**src/rtl/bottle_pkg.sv**
```systemverilog
// bottle_pkg -- shared types and helpers for the pill-bottling sequencer.
//   state_e    : sequencer states
//   bcd_t      : one BCD digit
//   bcd2_t     : two-digit BCD value {h, l}
//   BCD_MAX    : largest legal BCD digit
//   bcd2_inc   : two-digit BCD increment (L wraps 9->0 and carries into H)
//   cfg_valid  : setup check applied when a run is started
package bottle_pkg;

  typedef enum logic [2:0] {
    ST_IDLE,
    ST_FILL,
    ST_SWAP,
    ST_DONE,
    ST_ALARM
  } state_e;

  typedef logic [3:0] bcd_t;

  typedef struct packed {
    bcd_t h;
    bcd_t l;
  } bcd2_t;

  localparam bcd_t BCD_MAX = 4'd9;

  // 99 rolls over to 00; the sequencer never increments past its limit,
  // so the rollover only keeps the function total.
  function automatic bcd2_t bcd2_inc(input bcd2_t v);
    bcd2_t r;
    r = v;
    if (v.l >= BCD_MAX) begin
      r.l = '0;
      r.h = (v.h >= BCD_MAX) ? '0 : v.h + 4'd1;
    end else begin
      r.l = v.l + 4'd1;
    end
    return r;
  endfunction

  function automatic logic cfg_valid(input bcd2_t max_v, input bcd2_t tgt_v);
    return (max_v.h <= BCD_MAX) && (max_v.l <= BCD_MAX) &&
           (tgt_v.h <= BCD_MAX) && (tgt_v.l <= BCD_MAX) &&
           (max_v != '0) && (tgt_v != '0);
  endfunction

endpackage

```
**src/rtl/bottle_fill_ctrl_if.sv**
```systemverilog
// bottle_fill_ctrl_if -- operator, sensor and actuator signals of the
// bottling sequencer.
//   slave  : the sequencer (consumes commands/config, drives status)
//   master : whoever drives the commands and reads the status
// Commands : start, pause, alarm_clr, pill_pulse, bottle_ready
// Config   : maxH/maxL (pills per bottle), tgtH/tgtL (bottles per run), BCD
// Status   : nowH/nowL, seqH/seqL (BCD), valve_open, conveyor_req, done,
//            alarm, cfg_err
interface bottle_fill_ctrl_if;
  import bottle_pkg::*;

  logic start;
  logic pause;
  logic alarm_clr;
  logic pill_pulse;
  logic bottle_ready;
  bcd_t maxH;
  bcd_t maxL;
  bcd_t tgtH;
  bcd_t tgtL;

  bcd_t nowH;
  bcd_t nowL;
  bcd_t seqH;
  bcd_t seqL;
  logic valve_open;
  logic conveyor_req;
  logic done;
  logic alarm;
  logic cfg_err;

  modport master (
    output start, pause, alarm_clr, pill_pulse, bottle_ready,
    output maxH, maxL, tgtH, tgtL,
    input  nowH, nowL, seqH, seqL,
    input  valve_open, conveyor_req, done, alarm, cfg_err
  );

  modport slave (
    input  start, pause, alarm_clr, pill_pulse, bottle_ready,
    input  maxH, maxL, tgtH, tgtL,
    output nowH, nowL, seqH, seqL,
    output valve_open, conveyor_req, done, alarm, cfg_err
  );

endinterface

```
**src/rtl/bcd2_counter.sv**
```systemverilog
// bcd2_counter -- two-digit BCD counter with synchronous clear and increment.
//   CLK, RST  : clock, asynchronous active-high reset
//   clr       : load 00 (wins over inc)
//   inc       : BCD increment
//   cmp       : value compared against the incremented count
//   q         : current count
//   inc_match : the count after one more increment would equal cmp
module bcd2_counter
  import bottle_pkg::*;
(
  input  logic  CLK,
  input  logic  RST,
  input  logic  clr,
  input  logic  inc,
  input  bcd2_t cmp,
  output bcd2_t q,
  output logic  inc_match
);

  bcd2_t q_inc;

  assign q_inc     = bcd2_inc(q);
  // Comparing the incremented value lets the sequencer react on the very
  // edge that lands on the limit.
  assign inc_match = (q_inc == cmp);

  // NOTE: non-blocking assignments in clocked blocks so every register sees
  // the pre-edge values of the others, independent of evaluation order.
  always_ff @(posedge CLK or posedge RST) begin
    if (RST) begin
      q <= '0;
    end else if (clr) begin
      q <= '0;
    end else if (inc) begin
      q <= q_inc;
    end
  end

endmodule

```
**src/rtl/bottle_fill_ctrl.sv**
```systemverilog
// bottle_fill_ctrl -- pill-bottling line sequencer.
//   CLK, RST : clock, asynchronous active-high reset
//   bus      : bottle_fill_ctrl_if.slave (commands, BCD config, BCD counts,
//              valve/conveyor drives, done/alarm/cfg_err status)
// Parameter TIMEOUT_CYCLES : conveyor wait limit, only used when the
// BOTTLE_TIMEOUT_EN macro is defined. Without it SWAP waits indefinitely.
// All outputs are registered; they reflect the state entered at the edge.
module bottle_fill_ctrl
  import bottle_pkg::*;
#(
  parameter int unsigned TIMEOUT_CYCLES = 1000
) (
  input logic              CLK,
  input logic              RST,
  bottle_fill_ctrl_if.slave bus
);

  state_e state_q, state_d;
  bcd2_t  max_q, tgt_q;
  bcd2_t  max_in, tgt_in;
  bcd2_t  now_v, seq_v;
  logic   now_clr, now_inc, now_full;
  logic   seq_clr, seq_inc, seq_last;
  logic   cfg_load, cfg_err_d;
  logic   timeout;
  logic   valve_q, conv_q, done_q, alarm_q, cfg_err_q;

  assign max_in = {bus.maxH, bus.maxL};
  assign tgt_in = {bus.tgtH, bus.tgtL};

  bcd2_counter u_now (
    .CLK       (CLK),
    .RST       (RST),
    .clr       (now_clr),
    .inc       (now_inc),
    .cmp       (max_q),
    .q         (now_v),
    .inc_match (now_full)
  );

  bcd2_counter u_seq (
    .CLK       (CLK),
    .RST       (RST),
    .clr       (seq_clr),
    .inc       (seq_inc),
    .cmp       (tgt_q),
    .q         (seq_v),
    .inc_match (seq_last)
  );

`ifdef BOTTLE_TIMEOUT_EN
  localparam int unsigned TIMER_W = $clog2(TIMEOUT_CYCLES + 1);

  logic [TIMER_W-1:0] timer_q;
  logic [TIMER_W-1:0] timer_inc;

  assign timer_inc = timer_q + TIMER_W'(1);
  // Expires on the TIMEOUT_CYCLES-th edge spent in SWAP.
  assign timeout   = (timer_inc == TIMER_W'(TIMEOUT_CYCLES));

  // Held at zero outside SWAP, so it always starts from zero on entry.
  always_ff @(posedge CLK or posedge RST) begin
    if (RST) begin
      timer_q <= '0;
    end else if (state_q != ST_SWAP) begin
      timer_q <= '0;
    end else begin
      timer_q <= timer_inc;
    end
  end
`else
  logic unused_timeout_cfg;
  assign unused_timeout_cfg = (TIMEOUT_CYCLES != 0);
  assign timeout            = 1'b0;
`endif

  // NOTE: every signal driven here gets a default before the case, so no
  // path leaves one unassigned and no latch is inferred.
  always_comb begin
    state_d   = state_q;
    now_clr   = 1'b0;
    now_inc   = 1'b0;
    seq_clr   = 1'b0;
    seq_inc   = 1'b0;
    cfg_load  = 1'b0;
    cfg_err_d = 1'b0;
    unique case (state_q)
      ST_IDLE, ST_DONE: begin
        if (bus.start) begin
          if (cfg_valid(max_in, tgt_in)) begin
            cfg_load = 1'b1;
            now_clr  = 1'b1;
            seq_clr  = 1'b1;
            state_d  = ST_FILL;
          end else begin
            cfg_err_d = 1'b1;
          end
        end
      end
      ST_FILL: begin
        // Pills count even while paused: the valve may still be draining.
        if (bus.pill_pulse) begin
          now_inc = 1'b1;
          if (now_full) begin
            state_d = ST_SWAP;
          end
        end
      end
      ST_SWAP: begin
        // A stray pill means the bottle is out of place: it beats the ack.
        if (bus.pill_pulse) begin
          state_d = ST_ALARM;
        end else if (bus.bottle_ready) begin
          seq_inc = 1'b1;
          now_clr = 1'b1;
          state_d = seq_last ? ST_DONE : ST_FILL;
        end else if (timeout) begin
          state_d = ST_ALARM;
        end
      end
      ST_ALARM: begin
        if (bus.alarm_clr) begin
          state_d = ST_IDLE;
        end
      end
      default: state_d = ST_IDLE;
    endcase
  end

  always_ff @(posedge CLK or posedge RST) begin
    if (RST) begin
      state_q   <= ST_IDLE;
      max_q     <= '0;
      tgt_q     <= '0;
      valve_q   <= 1'b0;
      conv_q    <= 1'b0;
      done_q    <= 1'b0;
      alarm_q   <= 1'b0;
      cfg_err_q <= 1'b0;
    end else begin
      state_q <= state_d;
      if (cfg_load) begin
        max_q <= max_in;
        tgt_q <= tgt_in;
      end
      // Decoded from the next state so each output changes on the same
      // edge as the state it belongs to.
      valve_q   <= (state_d == ST_FILL) && !bus.pause;
      conv_q    <= (state_d == ST_SWAP);
      done_q    <= (state_d == ST_DONE);
      alarm_q   <= (state_d == ST_ALARM);
      cfg_err_q <= cfg_err_d;
    end
  end

  assign bus.nowH         = now_v.h;
  assign bus.nowL         = now_v.l;
  assign bus.seqH         = seq_v.h;
  assign bus.seqL         = seq_v.l;
  assign bus.valve_open   = valve_q;
  assign bus.conveyor_req = conv_q;
  assign bus.done         = done_q;
  assign bus.alarm        = alarm_q;
  assign bus.cfg_err      = cfg_err_q;

endmodule

```
**src/flat_wrapper.sv**
```systemverilog
// flat-port wrapper written by rule: the top's interface ports become plain ports
module bottle_fill_ctrl_flat import bottle_pkg::*;
#(
  parameter int unsigned TIMEOUT_CYCLES = 1000
)
  (CLK, RST, bus_start, bus_pause, bus_alarm_clr, bus_pill_pulse, bus_bottle_ready, bus_maxH, bus_maxL, bus_tgtH, bus_tgtL, bus_nowH, bus_nowL, bus_seqH, bus_seqL, bus_valve_open, bus_conveyor_req, bus_done, bus_alarm, bus_cfg_err);
  bottle_fill_ctrl_if bus_i ();
  input logic CLK;
  input logic RST;
  input wire logic [$bits(bus_i.start)-1:0] bus_start;
  input wire logic [$bits(bus_i.pause)-1:0] bus_pause;
  input wire logic [$bits(bus_i.alarm_clr)-1:0] bus_alarm_clr;
  input wire logic [$bits(bus_i.pill_pulse)-1:0] bus_pill_pulse;
  input wire logic [$bits(bus_i.bottle_ready)-1:0] bus_bottle_ready;
  input wire logic [$bits(bus_i.maxH)-1:0] bus_maxH;
  input wire logic [$bits(bus_i.maxL)-1:0] bus_maxL;
  input wire logic [$bits(bus_i.tgtH)-1:0] bus_tgtH;
  input wire logic [$bits(bus_i.tgtL)-1:0] bus_tgtL;
  output wire logic [$bits(bus_i.nowH)-1:0] bus_nowH;
  output wire logic [$bits(bus_i.nowL)-1:0] bus_nowL;
  output wire logic [$bits(bus_i.seqH)-1:0] bus_seqH;
  output wire logic [$bits(bus_i.seqL)-1:0] bus_seqL;
  output wire logic [$bits(bus_i.valve_open)-1:0] bus_valve_open;
  output wire logic [$bits(bus_i.conveyor_req)-1:0] bus_conveyor_req;
  output wire logic [$bits(bus_i.done)-1:0] bus_done;
  output wire logic [$bits(bus_i.alarm)-1:0] bus_alarm;
  output wire logic [$bits(bus_i.cfg_err)-1:0] bus_cfg_err;
  assign bus_i.start = bus_start;
  assign bus_i.pause = bus_pause;
  assign bus_i.alarm_clr = bus_alarm_clr;
  assign bus_i.pill_pulse = bus_pill_pulse;
  assign bus_i.bottle_ready = bus_bottle_ready;
  assign bus_i.maxH = bus_maxH;
  assign bus_i.maxL = bus_maxL;
  assign bus_i.tgtH = bus_tgtH;
  assign bus_i.tgtL = bus_tgtL;
  assign bus_nowH = bus_i.nowH;
  assign bus_nowL = bus_i.nowL;
  assign bus_seqH = bus_i.seqH;
  assign bus_seqL = bus_i.seqL;
  assign bus_valve_open = bus_i.valve_open;
  assign bus_conveyor_req = bus_i.conveyor_req;
  assign bus_done = bus_i.done;
  assign bus_alarm = bus_i.alarm;
  assign bus_cfg_err = bus_i.cfg_err;
  bottle_fill_ctrl #(.TIMEOUT_CYCLES(TIMEOUT_CYCLES)) u_core (.CLK(CLK), .RST(RST), .bus(bus_i));
endmodule
```
**config.mk**
```make
export PLATFORM = sky130hd
export DESIGN_NAME = bottle_fill_ctrl_flat
export DESIGN_NICKNAME = d
export VERILOG_FILES = /design/src/rtl/bottle_pkg.sv /design/src/rtl/bottle_fill_ctrl_if.sv /design/src/rtl/bcd2_counter.sv /design/src/rtl/bottle_fill_ctrl.sv /design/src/flat_wrapper.sv
export SDC_FILE = /design/constraint.sdc
export NUM_CORES = 1
export LEC_CHECK = 0
export CAP_MARGIN = 20
export CORE_MARGIN = 4
export CORE_UTILIZATION = 50
export DETAILED_ROUTE_END_ITERATION = 10
export PLACE_DENSITY = 0.72
export RECOVER_POWER = 100
export SLEW_MARGIN = 20
export SYNTH_ARGS = -nofsm -noshare
export SYNTH_HDL_FRONTEND = slang
export SYNTH_SLANG_ARGS = --single-unit
export TNS_END_PERCENT = 30
```
**constraint.sdc**
```tcl
create_clock -name CLK -period 7 [get_ports CLK]
set_input_delay 1.4 -clock CLK [delete_from_list [all_inputs] [get_ports CLK]]
set_output_delay 1.4 -clock CLK [all_outputs]
set_load 0.1 [all_outputs]
```
* Word level (Yosys, flattened, before mapping)
Cells that the tools add are included.
** Storage, ports and cells
- Flip-flop bits (word level) :: 40
- Latch bits :: 0
- RAM bits :: 0
- ROM bits :: 0
- Output and inout port bits :: 21
- Word-level logic and storage cells :: 80
- Memories :: 0
** Cells by class
- $add $sub $neg :: 4
- $mul :: 0
- Divide/modulo/power cells :: 0
- $lt $le $gt $ge :: 8
- Equal/unequal tests :: 10
- Shift operators :: 0
- Multiplexer cells :: 31
- Bitwise logic cells :: 0
- Reductions and logical operators :: 13
** Operators by type and width (number)
- 8-bit 2-to-1 mux :: 4
- 4-bit 2-to-1 mux :: 6
- 3-bit 2-to-1 mux :: 7
- 4-bit by 1-bit adder with 4-bit output, second input constant :: 4
- 8-bit equality test :: 2
- 4-bit >= comparator, second input constant :: 4
- 4-bit less-or-equal comparator, second input constant :: 4
- 8-bit nonzero test :: 2
- 3-bit by 2-bit equality test with 1-bit output, second input constant :: 4
- 3-bit one-hot mux with 4 select lines :: 1
- 1-bit 2-to-1 mux :: 11
- 3-bit by 1-bit equality test with 1-bit output, second input constant :: 2
- 3-bit equality test, second input constant :: 2
- 1-bit logical AND :: 6
- 2-bit nonzero test :: 2
- 3-bit zero test :: 1
- 2-bit 2-to-1 mux :: 1
- 1-bit one-hot mux with 2 select lines :: 1
- 2-bit OR reduction :: 1
- 1-bit zero test :: 1

* Depth between registers and ports, before layout
Gate-level depths: netlist of the first run.
- Depth after elaboration :: 11
- Mapped depth :: 12
- Gate-level depth less buffers :: 10

* By module
A second synthesis of the first run with hierarchy kept.
** Unflattened totals
- Cells, all modules :: 281
- Area, all modules :: 2800.2 um^2
** By module, submodules not included
- bcd2_counter :: instances 2, cells each 94, area an instance 798.3 um^2, sequential area each 200.2 um^2
- bottle_fill_ctrl :: instances 1, cells each 93, area an instance 1203.7 um^2, sequential area each 600.6 um^2

* Least setup slack after synthesis of the first run
Ideal clock, no wire load.
- Path type :: flip-flop to flip-flop
- Start :: register u_core.u_now.q[1] (netlist bit)
- End :: register u_core.done_q, in the netlist u_core.bus.done
- Setup time :: 0.119 ns
- Arrival :: 3.204 ns
- Path slack :: 3.677 ns
- Cell stages (with the launch flop) :: 12
- Path through :: dfrtp_1 > inv_1 > ha_1 > or3b_1 > buf_6 > and2_4 > buf_6 > or3_1 > a311o_1 > nor4_1 > a21oi_1 > and2_1
** On the way
- Cells in the longest elaborated chain, start to end :: 7
** Ends and longest elaborated chain
- from (decl) :: line bcd2_counter.sv:16 : output bcd2_t q,
- from (signal assigned) :: line bcd2_counter.sv:35 : q <= q_inc;
- 4-bit by 1-bit adder with 4-bit output / 4-bit >= comparator (equally long branches) :: line bottle_pkg.sv:36, bottle_pkg.sv:32
- 4-bit 2-to-1 mux :: line bottle_pkg.sv:32 : if (v.l >= BCD_MAX) begin
- 8-bit equality test * :: line bcd2_counter.sv:25 : assign inc_match = (q_inc == cmp);
- 3-bit 2-to-1 mux * :: line bottle_fill_ctrl.sv:104 : if (now_full) begin
- 3-bit 2-to-1 mux * :: line bottle_fill_ctrl.sv:102 : if (bus.pill_pulse) begin
- 3-bit one-hot mux with 4 select lines * :: line bottle_fill_ctrl.sv:87 : unique case (state_q)
- via u_core.state_d[0] :: line bottle_fill_ctrl.sv:18 : state_e state_q, state_d;
- 3-bit by 2-bit equality test with 1-bit output * :: line bottle_fill_ctrl.sv:150 : done_q <= (state_d == ST_DONE);
- to (signal assigned) :: line bottle_fill_ctrl.sv:150
- to (decl) :: line bottle_fill_ctrl.sv:26 : logic valve_q, conv_q, done_q, alarm_q, cfg_err_q;
Mark *: on every way through the listed nets, which the timed path passes. The rest lies on a longest branch.
A chain may end at the register's enable or synchronous reset.

* Worst setup path in the final report of the first run
- Start :: input port bus_maxH[1]
- End :: register u_core.tgt_q[7] (netlist bit)
** On the way
- Cells in the longest elaborated chain, start to end :: 9
** Ends and longest elaborated chain
- from (decl) :: line flat_wrapper.sv:15 : input wire logic [$bits(bus_i.maxH)-1:0] bus_maxH;
- 4-bit less-or-equal comparator :: line bottle_pkg.sv:42 : return (max_v.h <= BCD_MAX) && (max_v.l <= BCD_MAX) &&
- 1-bit logical AND (2 in series) :: line bottle_pkg.sv:42
- 1-bit logical AND :: line bottle_pkg.sv:43 : (tgt_v.h <= BCD_MAX) && (tgt_v.l <= BCD_MAX) &&
- 1-bit logical AND * :: line bottle_pkg.sv:43
- 1-bit logical AND * :: line bottle_pkg.sv:44 : (max_v != '0) && (tgt_v != '0);
- 1-bit 2-to-1 mux * :: line bottle_fill_ctrl.sv:90 : if (cfg_valid(max_in, tgt_in)) begin
- 1-bit 2-to-1 mux * :: line bottle_fill_ctrl.sv:89 : if (bus.start) begin
- 1-bit 2-to-1 mux * :: line bottle_fill_ctrl.sv:87
- to (signal assigned) :: line bottle_fill_ctrl.sv:144 : tgt_q <= tgt_in;
- to (decl) :: line bottle_fill_ctrl.sv:19 : bcd2_t max_q, tgt_q;
Every way passes the cells marked *; elsewhere a longest branch is shown, timed or not.

==> results of run 1 <==
layout make-up:
class | instances | area share
clock inverter | 1 | 0.002459
timing repair buffer | 45 | 0.1434
inverter | 14 | 0.01721
multi-input combinational | 199 | 0.4533
tap | 67 | 0.02746
sequential | 40 | 0.3279
clock buffer | 7 | 0.02828
power groups by stage:
stage | registers [uW] | clock network, uW | logic, uW
floorplan | 550 | 0 | 310
global placement | 393 | 0 | 590
detailed placement | 396 | 0 | 595
CTS | 391 | 164 | 599
global route | 405 | 174 | 635
finish | 390 | 159 | 586
per-stage QoR:
stage          setup slack (ns)  instances  hold WS (ns)
5_1_grt                   2.743        373        0.5466
3_5_place_dp              3.135        365        0.5165
4_1_cts                   3.451        373        0.5338
6_report                  2.959        373        0.5296
2_1_floorplan             3.677        263        0.4900
3_3_place_gp              3.190        365        0.5115
Yosys cell counts (4+ instances only):
cell type,count
dfrtp_1,40
nor3b_1,4
nor3_1,8
a211oi_1,6
nor4_1,4
nand3_1,7
nor2_1,26
nand2_1,12
o21ai_0,15
xor2_1,7
nand3b_1,4
nand4_1,6
mux2_2,15
clkbuf_1,6
a21oi_1,17
nor2b_1,5
ha_1,12
xnor2_1,5
inv_1,13
a31oi_1,4
metal layers:
metal	up-vias	part of all wire	GRT usage
li1	1051	-	-
met1	1038	0.48	0.2731
met2	55	0.47	0.3294
met3	7	0.043	0.03628
met4	0	0.011	0.04296
met5	-	0	0
state kept, by name (all words and copies together), names as in the netlist:
signal	count
u_core.bus.done	1
u_core.state_q	3
u_core.bus.conveyor_req	1
u_core.u_now.q	8
u_core.max_q	8
u_core.u_seq.q	8
u_core.bus.alarm	1
u_core.bus.cfg_err	1
u_core.bus.valve_open	1
u_core.tgt_q	8
cell families (layout without fill, tap and decap cells):
logic type,Yosys count,count (layout),synth area share
simple gates,95,95,0.2059
compound gates,63,63,0.1710
flops,40,40,0.3988
buf+inv,24,67,0.04237
mux,16,16,0.07129
xor+xnor,13,13,0.05085
fa+ha+maj,12,12,0.05982
worst paths after layout:
path,start,to,slack (ns),cells after the start
min in group asynchronous,RST,u_core.u_seq.q[4],2.34,3
hold / removal,u_core.tgt_q[3],u_core.tgt_q[3],0.53,1
setup / recovery,bus_maxH[1],u_core.tgt_q[7],2.96,6
setup reg to reg,u_core.u_seq.q[0],u_core.bus.valve_open,4.04,10
hold reg to reg,u_core.tgt_q[3],u_core.tgt_q[3],0.53,1
max in group asynchronous,RST,u_core.u_seq.q[3],3.43,3
critical path, stage by stage:
cell and delay, ns:
dlygate4sd3_1 0.58, o21ai_0 0.20, nand4_1 0.14, a2111oi_0 0.42, clkbuf_1 1.04, mux2_2 0.42
==> metrics.cfg, run 1 <==
[power]
power.total_uw = 1135
power.leakage_uw = 0.001322
sw_frac_of_total = 0.4764
seq_power_share = 0.344
vdd_drop_max_uv = 295.3
pwr-share-clk = 0.140
p_per_area_nw_per_um2 = 371.8
combPwrFrac = 0.516
p_int_uw = 594.4
p_sw_uw = 540.8

[clock_network]
cts_setup_buffers = 0
cts_resized = 0
cts_tree = done
cts-hold-fix-buffers = 0
cts.clk_slew.worst_paths_ns = 0.07
clock_sink_count = 40
clock_path_buffers = 2
clk_latency_ns = 0.29
htree_levels = 2
cts_buffers = 5
cts_root_buffer = clkbuf_8

[global_routing]
antenna_found_initial = 0
grt-ovfl-total = 0
grt_max_degree = 41
grt_pass1_vias = 2065
track_usage = 0.1988
grt_pass1_wl_mm = 9.894

[logic_synthesis]
avgSynthCellArea_um2 = 9.543
ys_seq_area_frac = 0.3988
synthArstFlopShare = 1.000
synthesis.area_um2 = 2510
synth_ff_type = dfrtp_1
post-synth-top-area-fraction = 0.3988
ys_ff_latch = 40
netlist_instances = 263
synth_edf_count = 0
synth_warnings = 0
synth_cell_types = 53
yosysTopAreaCell = dfrtp_1
synth_nets = 298
synth_area_leaders = dfrtp_1 40%, mux2_2 6.7%, ha_1 6.0%

[floorplanning]
die_x_um = 78.85
dieHeight_um = 78.85
rows = 25
initial_core_util = 0.5244
io_pins = 44
core_um2 = 4786
floorplan.die_area_um2 = 6217

[finish]
regArea_um2 = 1001
drive_gt1_frac = 0.07843
syn_to_final_growth_pct = 21.64
final_core_util = 0.6379
final_common_cell = dfrtp_1
multiInputGateArea_um2 = 1384
layout.nets = 340
fillCellCount = 418
n_antenna_cell = 0
most-common-layout-cells = 40 x dfrtp_1, 26 x nor2_1, 25 x dlygate4sd3_1
stdcell_area_um2 = 3053

[critical_path]
cp_max_fo = 25
path_class = in2reg
start_kind = primary input
cp.required_ns = 7.17
endpoint_kind = flop
arrival_ns = 4.21

[routing]
wirelength_mm = 5.848
drcViolationCount = 0
wl_per_cell_um = 15.68
ant_nets = 0
drt_iter0_markers = 152
vias = 2151
firstDrtPassIters = 4
viasPerCell = 5.767

[sta]
layout_min_cycle_time_ns = 4.041
max_freq_mhz = 247.5
rsz0062_at_grt = false
fin_tns_setup_ns = 0
slew_headroom = -0.4326
maxSlewViolCount = 41
skew_ns = 0.003801
worst_pin_slew_ns = 2.149
hold_violations = 0
fin_crit_sh = 0.5772
setup_viol = 0

[status]
violations = max-capacitance violations, max-slew violations
status = finished, violations left

[placed_design]
gp_congestion = 0.8504
dpl-instance-area_um2 = 2985
io_buffers = 43
dp_hpwl_mm = 4.383

[min_path]
hold_class = reg2reg

[flow_run]
drv_cap = 1

No activity file was read; power rests on OpenSTA's default activity.
==> run 2, diff against run 1 <==
--- a/config.mk
+++ b/config.mk
@@ -7,9 +7,9 @@
 export LEC_CHECK = 0
 export CAP_MARGIN = 20
 export CORE_MARGIN = 4
-export CORE_UTILIZATION = 50
+export CORE_UTILIZATION = 48
 export DETAILED_ROUTE_END_ITERATION = 10
-export PLACE_DENSITY = 0.72
+export PLACE_DENSITY = 0.73
 export RECOVER_POWER = 100
 export SLEW_MARGIN = 20
 export SYNTH_ARGS = -nofsm -noshare
==> constraint.sdc (replaced) <==
create_clock -name CLK -period 3.5 [get_ports CLK]
set_input_delay 0.7 -clock CLK [delete_from_list [all_inputs] [get_ports CLK]]
set_output_delay 0.7 -clock CLK [all_outputs]
set_load 0.1 [all_outputs]
==> run 2 against run 1 <==
- the run still ends with max-capacitance violations, max-slew violations left
- non-clock buffer count up 1
- combinational power up 95%
- hold slack better by 0.0021 ns
- via count up 0.65%
- die area up 3.7%
- register-to-register slack worse by 3.5 ns
- global-route usage down 0.27 points
- wire length up 1.1%
- sequential power up 100%
- highest routed layer unchanged
==> metrics.cfg, run 2 (synthesis gave the netlist of run 1 again) <==
[sta]
fin_crit_sh = 0.9094
slew_headroom = -0.4842
rsz0062_at_grt = false
layout_min_cycle_time_ns = 3.183
hold_slack_ns = 0.5317
skew_ns = 0.005729
setup_viol = 0
hold_violations = 0
maxSlewViolCount = 41
worst_pin_slew_ns = 2.226
fin_tns_setup_ns = 0
max_freq_mhz = 314.2

[routing]
drt_iter0_markers = 62
firstDrtPassIters = 4
viasPerCell = 5.758
wl_per_cell_um = 15.72
ant_nets = 0
vias = 2165
wirelength_mm = 5.910
drcViolationCount = 0

[placed_design]
dpl-instance-area_um2 = 2962
io_buffers = 43
dp_hpwl_mm = 4.375
gp_congestion = 0.8139

[critical_path]
endpoint_kind = flop
crit_family = buffers and inverters
arrival_ns = 3.36
path_buf_inv = 2
path_cells = dlygate4sd3_1, o21ai_0, nand4_1, a2111oi_0, clkbuf_1, mux2_2
slowest_stage = clkbuf_1
max_stage_delay_ns = 0.97
path_class = in2reg
reg2reg_depth = 10
cp.required_ns = 3.68
cp_max_fo = 25
cp.depth = 6
start_kind = primary input

[floorplanning]
floorplan.die_area_um2 = 6450
initial_core_util = 0.4946
rows = 26
die_x_um = 80.31
core_um2 = 5075
io_pins = 44
dieHeight_um = 80.31

[power]
vdd_drop_max_uv = 542.7
p_per_area_nw_per_um2 = 750.5
power.leakage_uw = 0.001245

[global_routing]
grt_max_degree = 41
grt_pass1_vias = 2145
antenna_found_initial = 0
grt_pass1_wl_mm = 9.929
track_usage = 0.1962
grt-ovfl-total = 0

[clock_network]
clock_path_buffers = 2
cts_tree = done
cts_resized = 0
htree_levels = 2
cts_root_buffer = clkbuf_8
cts.clk_slew.worst_paths_ns = 0.07
cts-hold-fix-buffers = 0
clk_latency_ns = 0.29
cts_setup_buffers = 0
clock_sink_count = 40
cts_buffers = 5

[finish]
stdcell_area_um2 = 2957
drive_gt1_frac = 0.07516
final_common_cell = dfrtp_1
fillCellCount = 499
most-common-layout-cells = 40 x dfrtp_1, 26 x nor2_1, 19 x clkdlybuf4s50_1
layout.nets = 341
syn_to_final_growth_pct = 17.80
n_antenna_cell = 0

[status]
violations = max-capacitance violations, max-slew violations
status = finished, violations left

[flow_run]
drv_cap = 1

[min_path]
hold_class = reg2reg
min_path_cells = 1

## run 2: changes by cell type in the layout (fill, tap and decap cells not counted), sizes merged
cell           delta
clkinv            +1
clkdlybuf4s50     +1
dlygate4sd3      -15
clkbuf           +14
clkinvlp          -1
## run 2: layer usage
metal,part of all wire,vias to the layer above,global-route usage
li1,-,1048,-
met1,0.46,1030,0.2491
met2,0.46,72,0.3212
met3,0.052,15,0.04372
met4,0.029,0,0.08108
met5,0,-,0
## run 2: worst reg2reg max path, stage by stage (launching register included)
cell      delay, ns
dfrtp_1        0.48
inv_1          0.08
ha_1           0.20
or3b_1         0.32
nand2_1        0.21
a211o_1        0.27
a211oi_1       0.33
nor4_1         0.12
a211oi_1       0.38
clkinv_1       0.17
nor4b_1        0.32
## run 2: path summary, 6_finish.rpt
kind | start | to | slack (ns)
worst max-delay path | bus_maxL[2] | u_core.max_q[1] | 0.32
worst min-delay path | u_core.tgt_q[2] | u_core.tgt_q[2] | 0.53
worst max register to register | u_core.u_now.q[0] | u_core.bus.valve_open | 0.54
worst min register to register | u_core.tgt_q[2] | u_core.tgt_q[2] | 0.53
max in group asynchronous | RST | u_core.max_q[7] | 0.57
min in group asynchronous | RST | u_core.u_seq.q[2] | 1.67
## run 2: power breakdown
| part | leakage (uW) | internal (uW) | total (uW) | switching, uW |
|---|---|---|---|---|
| registers | 0.000514 | 611 | 781 | 171 |
| logic | 0.000690 | 388 | 1140 | 753 |
| clock network | 0.0000410 | 136 | 296 | 161 |
| total | 0.00125 | 1130 | 2220 | 1080 |
## run 2: metrics by stage
stage,setup WS [ns],utilization,total power [uW],instances
4_1_cts,0.4969,0.5989,2271,376
2_1_floorplan,0.1767,-,1720,263
3_5_place_dp,0.5091,0.5836,1973,369
6_report,0.3171,0.5826,2219,376
5_1_grt,0.06048,0.5826,2358,376
3_3_place_gp,0.5927,0.5836,1942,369
## run 2: final cells by class
type	count	area, um2	area share
multi-input cells	199	1384	0.4680
flip-flops and latches	40	1001	0.3386
repair buffers	46	354.1	0.1198
well taps	70	87.58	0.02962
clock buffers	6	72.57	0.02455
inverters	14	52.55	0.01777
clock inverters	1	5.005	0.001693
==> run 3, diff against run 2 <==
--- a/config.mk
+++ b/config.mk
@@ -7,9 +7,11 @@
 export LEC_CHECK = 0
 export CAP_MARGIN = 20
 export CORE_MARGIN = 4
-export CORE_UTILIZATION = 48
+export CORE_UTILIZATION = 26
 export DETAILED_ROUTE_END_ITERATION = 10
-export PLACE_DENSITY = 0.73
+export GPL_ROUTABILITY_DRIVEN = 1
+export MAX_ROUTING_LAYER = met4
+export PLACE_DENSITY = 0.43
 export RECOVER_POWER = 100
 export SLEW_MARGIN = 20
 export SYNTH_ARGS = -nofsm -noshare
==> run 3 against run 2 <==
- register-to-register slack better by 0.02 ns
- the flow still finishes with violations (max-capacitance violations, max-slew violations)
- largest power group unchanged
- power is 5.6% higher
- hold slack worse by 0.0012 ns
==> metrics.cfg, run 3 (synthesis gave the netlist of run 1 again) <==
[floorplanning]
die_x_um = 106.3
rows = 35
core_um2 = 9328
floorplan.die_area_um2 = 11290
io_pins = 44
dieHeight_um = 106.3
initial_core_util = 0.2691

[finish]
syn_to_final_growth_pct = 22.93
drive_gt1_frac = 0.09091
layout.nets = 342
final_common_cell = dfrtp_1
most-common-layout-cells = 40 x dfrtp_1, 26 x nor2_1, 20 x clkdlybuf4s50_1
n_antenna_cell = 0

[sta]
skew_ns = 0.01147
rsz0062_at_grt = false
layout_min_cycle_time_ns = 2.939
max_freq_mhz = 340.3
maxSlewViolCount = 41
setup_viol = 0
slew_headroom = -0.4919
hold_violations = 0
hold_slack_ns = 0.5306
worst_pin_slew_ns = 2.238
fin_crit_sh = 0.8396
fin_tns_setup_ns = 0

[power]
vdd_drop_max_uv = 382.9
power.leakage_uw = 0.001281
p_per_area_nw_per_um2 = 759.1

[critical_path]
r2r_end = u_core.bus.done
cp_max_fo = 9
start_kind = flop
max_stage_delay_ns = 0.66
regToRegStartpoint = u_core.u_seq.q[4]
path_class = reg2reg
cp.required_ns = 3.73
slowest_stage = a2111oi_0
reg2reg_depth = 10
r2r_slack_ns = 0.56
path_cells = inv_1, ha_1, nor3b_1, nor2_1, a2bb2oi_1, xnor2_1, a2111oi_0, a211oi_1, clkinv_1, and2_1
arrival_ns = 3.16
endpoint_kind = flop

[flow_run]
drv_cap = 1

[routing]
wirelength_mm = 6.607
wl_per_cell_um = 15.12
firstDrtPassIters = 4
viasPerCell = 4.764
drt_iter0_markers = 93
ant_nets = 0
drcViolationCount = 0
vias = 2082

[global_routing]
grt_pass1_vias = 2166
track_usage = 0.1261
use_met2 = 0.2050
busiest_layer = met2
grt_max_degree = 41
grt-ovfl-total = 0
antenna_found_initial = 0
globalRouteMet3Util = 0.02307
grt_pass1_wl_mm = 11.03
use_met1 = 0.1666

[clock_network]
cts_setup_buffers = 0
clock_path_buffers = 2
cts_resized = 0
cts_root_buffer = clkbuf_8
clock_sink_count = 40
cts_buffers = 5
cts_tree = done
htree_levels = 2
cts-hold-fix-buffers = 0
clk_latency_ns = 0.29
cts.clk_slew.worst_paths_ns = 0.09

[min_path]
worst_hold_startpoint = u_core.tgt_q[3]
min_path_cells = 1
holdPathEnd = u_core.tgt_q[3]
hold_class = reg2reg

[status]
violations = max-capacitance violations, max-slew violations
status = finished, violations left

[placed_design]
gp_congestion = 0.7886
io_buffers = 43
dp_hpwl_mm = 4.956

[run 3: cell types whose count changed in the layout (fill, tap and decap cells not counted), moves of 2 or more]
| cell | previous run | this run |
|---|---|---|
| clkbuf_8 | 5 | 7 |
| dlygate4sd3_1 | 10 | 8 |
| clkbuf_1 | 18 | 16 |
| buf_4 | 0 | 2 |
[run 3: through the flow]
| stage | setup WS (ns) | area (um2) | std cells | power [uW] | utilization |
|---|---|---|---|---|---|
| detailed placement | 0.4951 | 3040 | 429 | 1980 | 0.3260 |
| floorplan | 0.1767 | 2510 | 263 | 1720 | - |
| CTS | 0.5975 | 3167 | 437 | 2413 | 0.3395 |
| global route | 0.1553 | 3085 | 437 | 2516 | 0.3308 |
| finish | 0.5614 | 3085 | 437 | 2342 | 0.3308 |
| global placement | 0.4870 | 3040 | 429 | 1982 | 0.3260 |
[run 3: where the power goes]
part | leakage (uW) | switching [uW] | internal, uW
sequential | 0.000514 | 167 | 610
clock | 0.0000645 | 175 | 252
combinational | 0.000702 | 751 | 387
total | 0.00128 | 1090 | 1250
[run 3: worst max-delay path by stage]
| stage | slack, ns | to | start |
|---|---|---|---|
| after global routing | 0.16 | u_core.max_q[0] | RST |
| after global placement | 0.49 | u_core.bus.done | bus_maxH[1] |
| after CTS | 0.60 | u_core.bus.valve_open | u_core.u_seq.q[4] |
| after floorplan | 0.18 | u_core.bus.done | u_core.u_now.q[1] |
| final | 0.56 | u_core.bus.done | u_core.u_seq.q[4] |
| after detailed placement | 0.50 | u_core.bus.done | bus_maxH[1] |
[run 3: worst max-delay path: cells and delay by family (launching register included)]
family	cells	cell delay (ns)
AO/OA/AOI/OAI	3	1.12
AND/OR/NAND/NOR	3	0.73
flip-flops	1	0.53
buffers and inverters	2	0.21
adder cells (fa/ha/maj)	1	0.21
XOR/XNOR	1	0.09
[run 3: per-layer routing]
layer | share of wire | vias to the layer above
met5 | 0 | -
li1 | - | 1051
met2 | 0.47 | 41
met3 | 0.029 | 4
met1 | 0.50 | 986
met4 | 0.0036 | 0
[run 3: layout make-up]
cell class	count	area, um2
Inverter	14	52.55
Fill cell	1000	6242
Clock inverter	1	30.03
Sequential cell	40	1001
Clock buffer	7	96.34
Timing Repair Buffer	47	360.3
Tap cell	129	161.4
Multi-Input combinational cell	199	1384
